**config.mk**
```make
export PLATFORM = sky130hd
export DESIGN_NAME = int_capture_5
export DESIGN_NICKNAME = d
export VERILOG_FILES = /design/src/rtl/int_capture_5.sv
export SDC_FILE = /design/constraint.sdc
export NUM_CORES = 1
export LEC_CHECK = 0
export BUFFER_PORTS_ARGS = -buffer_cell sky130_fd_sc_hd__buf_2
export CORE_UTILIZATION = 52
export DETAILED_ROUTE_END_ITERATION = 8
export HOLD_SLACK_MARGIN = 0.1
export PLACE_DENSITY = 0.82
export SLEW_MARGIN = 15
export SYNTH_ARGS = -nofsm -noshare
export SYNTH_HDL_FRONTEND = slang
export SYNTH_SLANG_ARGS = --single-unit
```
**constraint.sdc**
```tcl
create_clock -name clk -period 4.4 [get_ports clk]
set_input_delay 1.32 -clock clk [delete_from_list [all_inputs] [get_ports clk]]
set_output_delay 1.32 -clock clk [all_outputs]
set_load 0.005 [all_outputs]
```
**src/rtl/int_capture_5.sv**
```systemverilog
// Five-source interrupt capture block: synchronises raw sources, latches masked rising edges
// into pending flags, and runs a request/acknowledge handshake with the processor.
module int_capture_5 (
   input  logic       clk,
   input  logic       reset,
   input  logic [4:0] src,
   input  logic       mask_wr,
   input  logic [4:0] mask_data,
   input  logic       clr_wr,
   input  logic [4:0] clr_data,
   input  logic       interrupt_ack,
   output logic       interrupt,
   output logic [4:0] pending,
   output logic [4:0] mask,
   output logic [2:0] active_id
);

   localparam int unsigned NSRC = 5;
   localparam int unsigned IDW  = 3;
   localparam logic [IDW-1:0] SPURIOUS_ID = IDW'(7);

   typedef enum logic [1:0] {IDLE, REQ, HOLDOFF} state_t;

   state_t            state;
   logic [NSRC-1:0]   s1;
   logic [NSRC-1:0]   s2;
   logic [NSRC-1:0]   s3;
   logic [NSRC-1:0]   rise;
   logic [NSRC-1:0]   auto_clr;
   logic [NSRC-1:0]   clr_eff;
   logic [NSRC-1:0]   pending_next;
   logic [IDW-1:0]    low_id;
   logic              ack_take;

   // Edge detect, lowest-pending priority pick, and merged clear (set always wins)
   always_comb begin
      low_id = SPURIOUS_ID;
      for (int i = NSRC - 1; i >= 0; i--) begin
         if (pending[i]) low_id = IDW'(i);
      end
      ack_take     = (state == REQ) && interrupt_ack;
      auto_clr     = ack_take ? NSRC'(pending & (~pending + NSRC'(1))) : '0;
      rise         = s2 & ~s3;
      clr_eff      = (clr_wr ? clr_data : '0) | auto_clr;
      pending_next = (pending & ~clr_eff) | (rise & mask);
   end

   always_ff @(posedge clk) begin
      if (reset) begin
         s1        <= '0;
         s2        <= '0;
         s3        <= '0;
         pending   <= '0;
         mask      <= '0;
         active_id <= '0;
         interrupt <= 1'b0;
         state     <= IDLE;
      end else begin
         s1      <= src;
         s2      <= s1;
         s3      <= s2;
         pending <= pending_next;
         if (mask_wr) mask <= mask_data;

         // Request handshake; REQ holds until acked even if pending drains
         case (state)
            IDLE: begin
               if (pending != '0) begin
                  state     <= REQ;
                  interrupt <= 1'b1;
               end
            end
            REQ: begin
               if (interrupt_ack) begin
                  active_id <= low_id;
                  interrupt <= 1'b0;
                  state     <= HOLDOFF;
               end
            end
            HOLDOFF: begin
               interrupt <= 1'b0;
               state     <= IDLE;
            end
            default: begin
               interrupt <= 1'b0;
               state     <= IDLE;
            end
         endcase
      end
   end

endmodule

```
==> summary.md, run 1 <==
| Metric | Value |
|---|---|
| Status | `finished clean` |
| Placed wire-length estimate | `1370 µm` |
| Synth Area in Compound Gates | `approximately 8.2%` |
| Leakage power | `between 0.6 and 0.7 nW` |
| Clock Latency Late Sink | `around 310 ps` |
| Synth Area in Adders | `0%` |
| Placeable Area | `around 0.0018 mm²` |
| Postcts setup bufs | `0` |
| Slowest stage cell, crit path | `dfxtp_1` |
| Post-CTS Resized | `0` |
| CP required | `between 3000 and 4000 ps` |
| Final RePlAce weighted congestion | `roughly 0.84` |
| First DRT Iteration DRCs | `9` |
| Die area | `~0.0022 mm²` |
| CP peak stage delay | `around 460 ps` |
| Fmax | `0.444 GHz` |
| Reg area | `621 µm²` |
| Tmin final | `2250 ps` |
| CTS tree | `yes` |
| M2 GR Usage | `approximately a third` |
| Synth unique cells | `24` |
| Hold Crit Endpoint | `s2[0]` |
| Synthesized area | `0.00106 mm²` |
| Clk pwr share | `28.9%` |
| Multi-input gate area | `417 µm²` |
| Wire per inst | `around 11 µm` |
| R2r worst-path depth | `3` |
| Final setup viols | `0` |
| Worst-path maximum fanout | `7` |
| Largest family of logic cells by synthesized area | `simple AND/OR/NAND/NOR gates` |
| EDFF count, synth | `0` |
| Primary FF master, synth | `dfxtp_1` |
| Die H | `around 47 µm` |
| Number of nets with antenna violations after routing | `0` |
| Sw power | `between 100 and 150 µW` |
| Internal power | `roughly 370 µW` |
| RSZ-0062 raised after global routing | `no` |
| CTS H-tree depth | `2` |
| Drt total wl | `roughly 1900 µm` |
| GRT busiest layer | `met2` |
| Post-CTS Hold Fix Bufs | `0` |
| Sequential cell fraction of total power | `62.9%` |
| Vias/cell | `~5.2` |
| Most frequent cells in the layout | `33 x buf_2, 31 x dfxtp_1, 18 x nor2b_1` |
| Fin nets | `around 160` |
| Synth Area in Simple Gates | `about a quarter` |
| Syn Nets | `122` |
| First-pass GRT wire length | `~2800 µm` |
| Number of fill cells | `around 150` |
| Syn avg cell area | `roughly 10 µm²` |
| I/O Pins | `34` |
| Ant. Diodes | `0` |
| Hold Path Depth | `1` |
| Met1 GRT Util | `roughly a fifth` |
| Clock Sinks | `31` |
| Hold crit path type | `reg -> reg` |
| Drt pass-1 iters | `4` |
| Post-synth top area share | `between 50% and 60%` |
| Via count | `around 850` |
| Crit Path Class | `reg -> out` |
| Vias in the first global route | `~700` |
| Reg2reg start | `pending[1]` |
| Clk buf depth | `2` |
| # DRC | `0` |
| Most common cell after layout, fill and taps aside | `buf_2` |
| Final Hold Viols | `0` |
| Synth Area in XOR/XNOR | `0%` |
| Worst IR Drop VDD | `around 0.29 mV` |
| Multiplexer share of the synthesized area | `4.71%` |
| Total gr overflow | `0` |
| Worst-path clk slew | `about 80 ps` |
| GRT Util Overall | `about 19%` |
| Crit path buf inv count | `1` |
| CP Capture Type | `output pin` |
| R2R Path End | `pending[4]` |
| Sequential fraction of the synthesis area | `about three fifths` |
| Fin crit share | `about half` |
| Worst Setup SP | `pending[0]` |
| Initial antenna violation count | `0` |
| R2R setup slack | `roughly 2900 ps` |
| Worst path top cell family by delay | `flip-flops` |
| Buffers on Ports | `33` |
| Setup Skew | `roughly 8 ps` |
| Combinational share of power | `~8.2%` |
| Synth-to-Final Area Change | `20.6%` |
| Synth Warn # | `0` |
| Max Cap Viol | `0` |
| Worst slew margin | `a little over two thirds` |
| Setup_tns | `0 ps` |
| Initial core utilization | `between 50% and 60%` |
| M3 GR Usage | `about 6.9%` |
| Min-delay src | `s1[0]` |
| CP Depth | `1` |
| Type of origin of the critical path | `flop` |
| Seq cells post-synth | `31` |
| Pre-CTS setup slack | `~2100 ps` |
| Asr flop ratio synth | `0%` |
| Clk root buf | `clkbuf_4` |
| # rows | `15` |
| Largest net degree at the start of global routing | `29` |
| Cells after Synth | `~100` |
| Net Sw Frac | `22.0%` |
| CTS Buf Count | `5` |
| Crit path cell chain | `buf_2` |
| Post-route setup slack | `about 2100 ps` |
| Least-Margin Pin Slew | `roughly 460 ps` |
| Yosys top cell by area | `dfxtp_1` |
| Fin. max-slew vios | `0` |
| Synth area leaders | `dfxtp_1 58%, nor2b_1 11%, mux2i_1 4.7%` |
| Layout cells sized above 1 | `between 20% and 30%` |
| Worst EP arrival | `930 ps` |
| Horiz. Die Dim | `about 47 µm` |
| PwrDens | `between 300 and 400 mW/mm²` |
power groups by stage:
stage | Combinational [mW] | Sequential, mW | Clock (mW)
2_1_floorplan | 0.0226 | 0.304 | 0
3_3_place_gp | 0.0380 | 0.304 | 0
3_5_place_dp | 0.0392 | 0.305 | 0
4_1_cts | 0.0395 | 0.298 | 0.140
5_1_grt | 0.0434 | 0.300 | 0.153
6_report | 0.0388 | 0.298 | 0.137
how the worst max path moves through the flow:
stage | to | slack, ps
6_report | pending[0] | 2150
5_1_grt | pending[0] | 2090
4_1_cts | pending[0] | 2150
3_5_place_dp | pending[4] | 2090
3_3_place_gp | pending[4] | 2130
2_1_floorplan | pending[4] | 2400
cell families (layout without fill, tap and decap cells):
kind of cell / after synthesis / count (layout)
AOI/OAI and AO/OA: 12 / 12
DFF: 31 / 31
buffers and inverters: 6 / 41
and+or+nand+nor: 48 / 48
muxes: 5 / 5
sequential cells by signal, indices dropped and copies added (netlist names):
signal,cells
mask,5
s3,5
s1,5
s2,5
pending,5
state,2
active_id,3
interrupt,1
synth_stat cells, types with 2 or more instances:
cell type  count
dfxtp_1       31
nor2b_1       18
o2bb2ai_1      2
inv_1          2
nand2_1        6
nor2_1         8
nand3_1        4
a21oi_1        5
nor3_1         4
mux2i_1        5
nand3b_1       2
clkbuf_1       3
through the flow:
step	util, %	power, mW	instance area, µm²	instances	hold WS (ps)
6_report	70.4	0.474	1280	162	441
5_1_grt	70.4	0.496	1280	162	458
4_1_cts	70.4	0.478	1280	162	445
3_5_place_dp	68.2	0.344	1240	156	427
3_3_place_gp	68.2	0.342	1240	156	417
2_1_floorplan	-	0.327	1060	102	414
area by class of cell:
type,count,share of cell area (%)
tap,25,2.44
clock buffer,6,3.22
inverter,2,0.585
sequential,31,48.4
multi-input combinational,65,32.5
timing repair buffer,33,12.9
per-layer routing:
metal | vias to the layer above | part of all wire [%]
met5 | - | 0
met3 | 5 | 7.7
met4 | 0 | 2.2
li1 | 416 | -
met2 | 44 | 48
met1 | 381 | 42
Note: power is estimated with default switching activity, not from simulation.
==> run 2: changes to the inputs <==
--- a/config.mk
+++ b/config.mk
@@ -6,10 +6,10 @@
 export NUM_CORES = 1
 export LEC_CHECK = 0
 export BUFFER_PORTS_ARGS = -buffer_cell sky130_fd_sc_hd__buf_2
-export CORE_UTILIZATION = 52
+export CORE_UTILIZATION = 43
 export DETAILED_ROUTE_END_ITERATION = 8
 export HOLD_SLACK_MARGIN = 0.1
-export PLACE_DENSITY = 0.82
+export PLACE_DENSITY = 0.73
 export SLEW_MARGIN = 15
 export SYNTH_ARGS = -nofsm -noshare
 export SYNTH_HDL_FRONTEND = slang
==> constraint.sdc (replaced) <==
create_clock -name clk -period 1.99 [get_ports clk]
set_input_delay 0.597 -clock clk [delete_from_list [all_inputs] [get_ports clk]]
set_output_delay 0.597 -clock clk [all_outputs]
set_load 0.005 [all_outputs]
==> run 2 against run 1 <==
  * Wire length up 1.1%
  * Sequential share of layout area down 1.4 points
  * Die area up 20%
  * Core utilization down 12 points
  * First-iteration DRC count up 44%
  * Critical endpoint unchanged
  * Largest power group unchanged
  * Highest routed layer unchanged
==> summary.md, run 2 (synthesis gave the netlist of run 1 again) <==
| Metric | Value |
|---|---|
| Status | `finished clean` |
| Most common cell after layout, fill and taps aside | `buf_2` |
| First DRT Iteration DRCs | `13` |
| I/O Pins | `34` |
| R2R Path End | `pending[4]` |
| Setup Skew | `~6.1 ps` |
| Total gr overflow | `0` |
| Die H | `slightly above 50 µm` |
| Leakage power | `approximately 0.63 nW` |
| CTS tree | `yes` |
| Most frequent cells in the layout | `33 x buf_2, 31 x dfxtp_1, 18 x nor2b_1` |
| Ant. Diodes | `0` |
| R2R setup slack | `approximately 500 ps` |
| Tmin final | `roughly 1500 ps` |
| Fin nets | `approximately 160` |
| CP Capture Type | `output pin` |
| Post-CTS Resized | `0` |
| Clk buf depth | `2` |
| Least-Margin Pin Slew | `326 ps` |
| Clock Latency Late Sink | `320 ps` |
| CTS Buf Count | `5` |
| Worst-path maximum fanout | `7` |
| Slowest stage cell, crit path | `dfxtp_1` |
| Placed wire-length estimate | `roughly 1400 µm` |
| Multi-input gate area | `417 µm²` |
| Fmax | `~0.66 GHz` |
| Via count | `a little over 800` |
| Synth-to-Final Area Change | `24.2%` |
| Number of nets with antenna violations after routing | `0` |
| Setup_tns | `0 ps` |
| Drt total wl | `between 1500 and 2000 µm` |
| Final Hold Viols | `0` |
| Post-CTS Hold Fix Bufs | `0` |
| Fin crit share | `around 77%` |
| Postcts setup bufs | `0` |
| R2r worst-path depth | `3` |
| CP peak stage delay | `roughly 450 ps` |
| Placeable Area | `approximately 0.0023 mm²` |
| Vias in the first global route | `between 700 and 800` |
| Initial core utilization | `46.7%` |
| Layout cells sized above 1 | `slightly above 30%` |
| Worst EP arrival | `around 930 ps` |
| Horiz. Die Dim | `51.7 µm` |
| CP Capture Point | `pending[0]` |
| Crit Path Class | `reg -> out` |
| Buffers on Ports | `33` |
| Max Cap Viol | `0` |
| Worst Setup SP | `pending[0]` |
| Reg area | `621 µm²` |
| Worst IR Drop VDD | `0.530 mV` |
| Wire per inst | `about 11 µm` |
| First-pass GRT wire length | `~3200 µm` |
| Clk root buf | `clkbuf_4` |
| Vias/cell | `a little under 5` |
| Worst-path clk slew | `90 ps` |
| Number of fill cells | `between 200 and 250` |
| # DRC | `0` |
| CP required | `~1400 ps` |
| # rows | `17` |
| Min-delay src | `s1[0]` |
| Type of origin of the critical path | `flop` |
| Reg2reg start | `pending[1]` |
| CP Depth | `1` |
| Initial antenna violation count | `0` |
| Drt pass-1 iters | `4` |
| Worst path top cell family by delay | `flip-flops` |
| PwrDens | `about 870 mW/mm²` |
| Die area | `approximately 0.0027 mm²` |
| RSZ-0062 raised after global routing | `no` |
| Fin. max-slew vios | `0` |
| Crit path cell chain | `buf_2` |
| Hold crit path type | `reg -> reg` |
| Largest net degree at the start of global routing | `18` |
| Clock Sinks | `31` |
| CTS H-tree depth | `2` |
| Worst hold margin | `roughly 440 ps` |
| Worst slew margin | `roughly four fifths` |
| Final RePlAce weighted congestion | `0.880` |
| Crit path buf inv count | `1` |
| GRT Util Overall | `approximately 17%` |
| Final setup viols | `0` |
==> run 2: cell types whose count changed in the layout (fill, tap and decap cells not counted), sizes merged <==
cell and change:
buf +1, clkbuf +2
==> run 2: routing by layer <==
layer | global-route usage (%) | up-vias | part of all wire (%) | wire length, µm
met4 | 8.11 | 0 | 2.2 | 41
met1 | 17.8 | 367 | 44 | 832
li1 | - | 422 | - | -
met2 | 27.9 | 31 | 46 | 867
met3 | 7.89 | 6 | 7.0 | 132
met5 | 0 | - | 0 | 0
==> run 2: how the worst min path moves through the flow <==
stage,end,slack (ps),cells after the start
floorplan,s2[0],410,1
global placement,s2[1],420,1
detailed placement,s2[3],430,1
CTS,s2[3],450,1
global route,s2[0],470,1
finish,s2[0],440,1
==> run 2: layout make-up <==
class	instances	area share, %
flip-flops and latches	31	47.0
multi-input cells	65	31.5
repair buffers	34	13.1
clock buffers	8	5.21
well taps	28	2.65
inverters	2	0.568
==> run 2: through the flow <==
| stage | setup WS, ps | instances | power, mW | cell area (µm²) | util, % |
|---|---|---|---|---|---|
| 2_1_floorplan | 557 | 102 | 0.722 | 1060 | - |
| 3_3_place_gp | 547 | 160 | 0.760 | 1250 | 55.0 |
| 3_5_place_dp | 514 | 160 | 0.763 | 1250 | 55.0 |
| 4_1_cts | 459 | 168 | 1.16 | 1320 | 58.1 |
| 5_1_grt | 408 | 168 | 1.20 | 1320 | 58.1 |
| 6_report | 464 | 168 | 1.15 | 1320 | 58.1 |
==> run 2: power breakdown <==
group	internal (mW)	switching (mW)
clock	0.208	0.194
sequential	0.645	0.0132
combinational	0.0473	0.0405
total	0.900	0.247
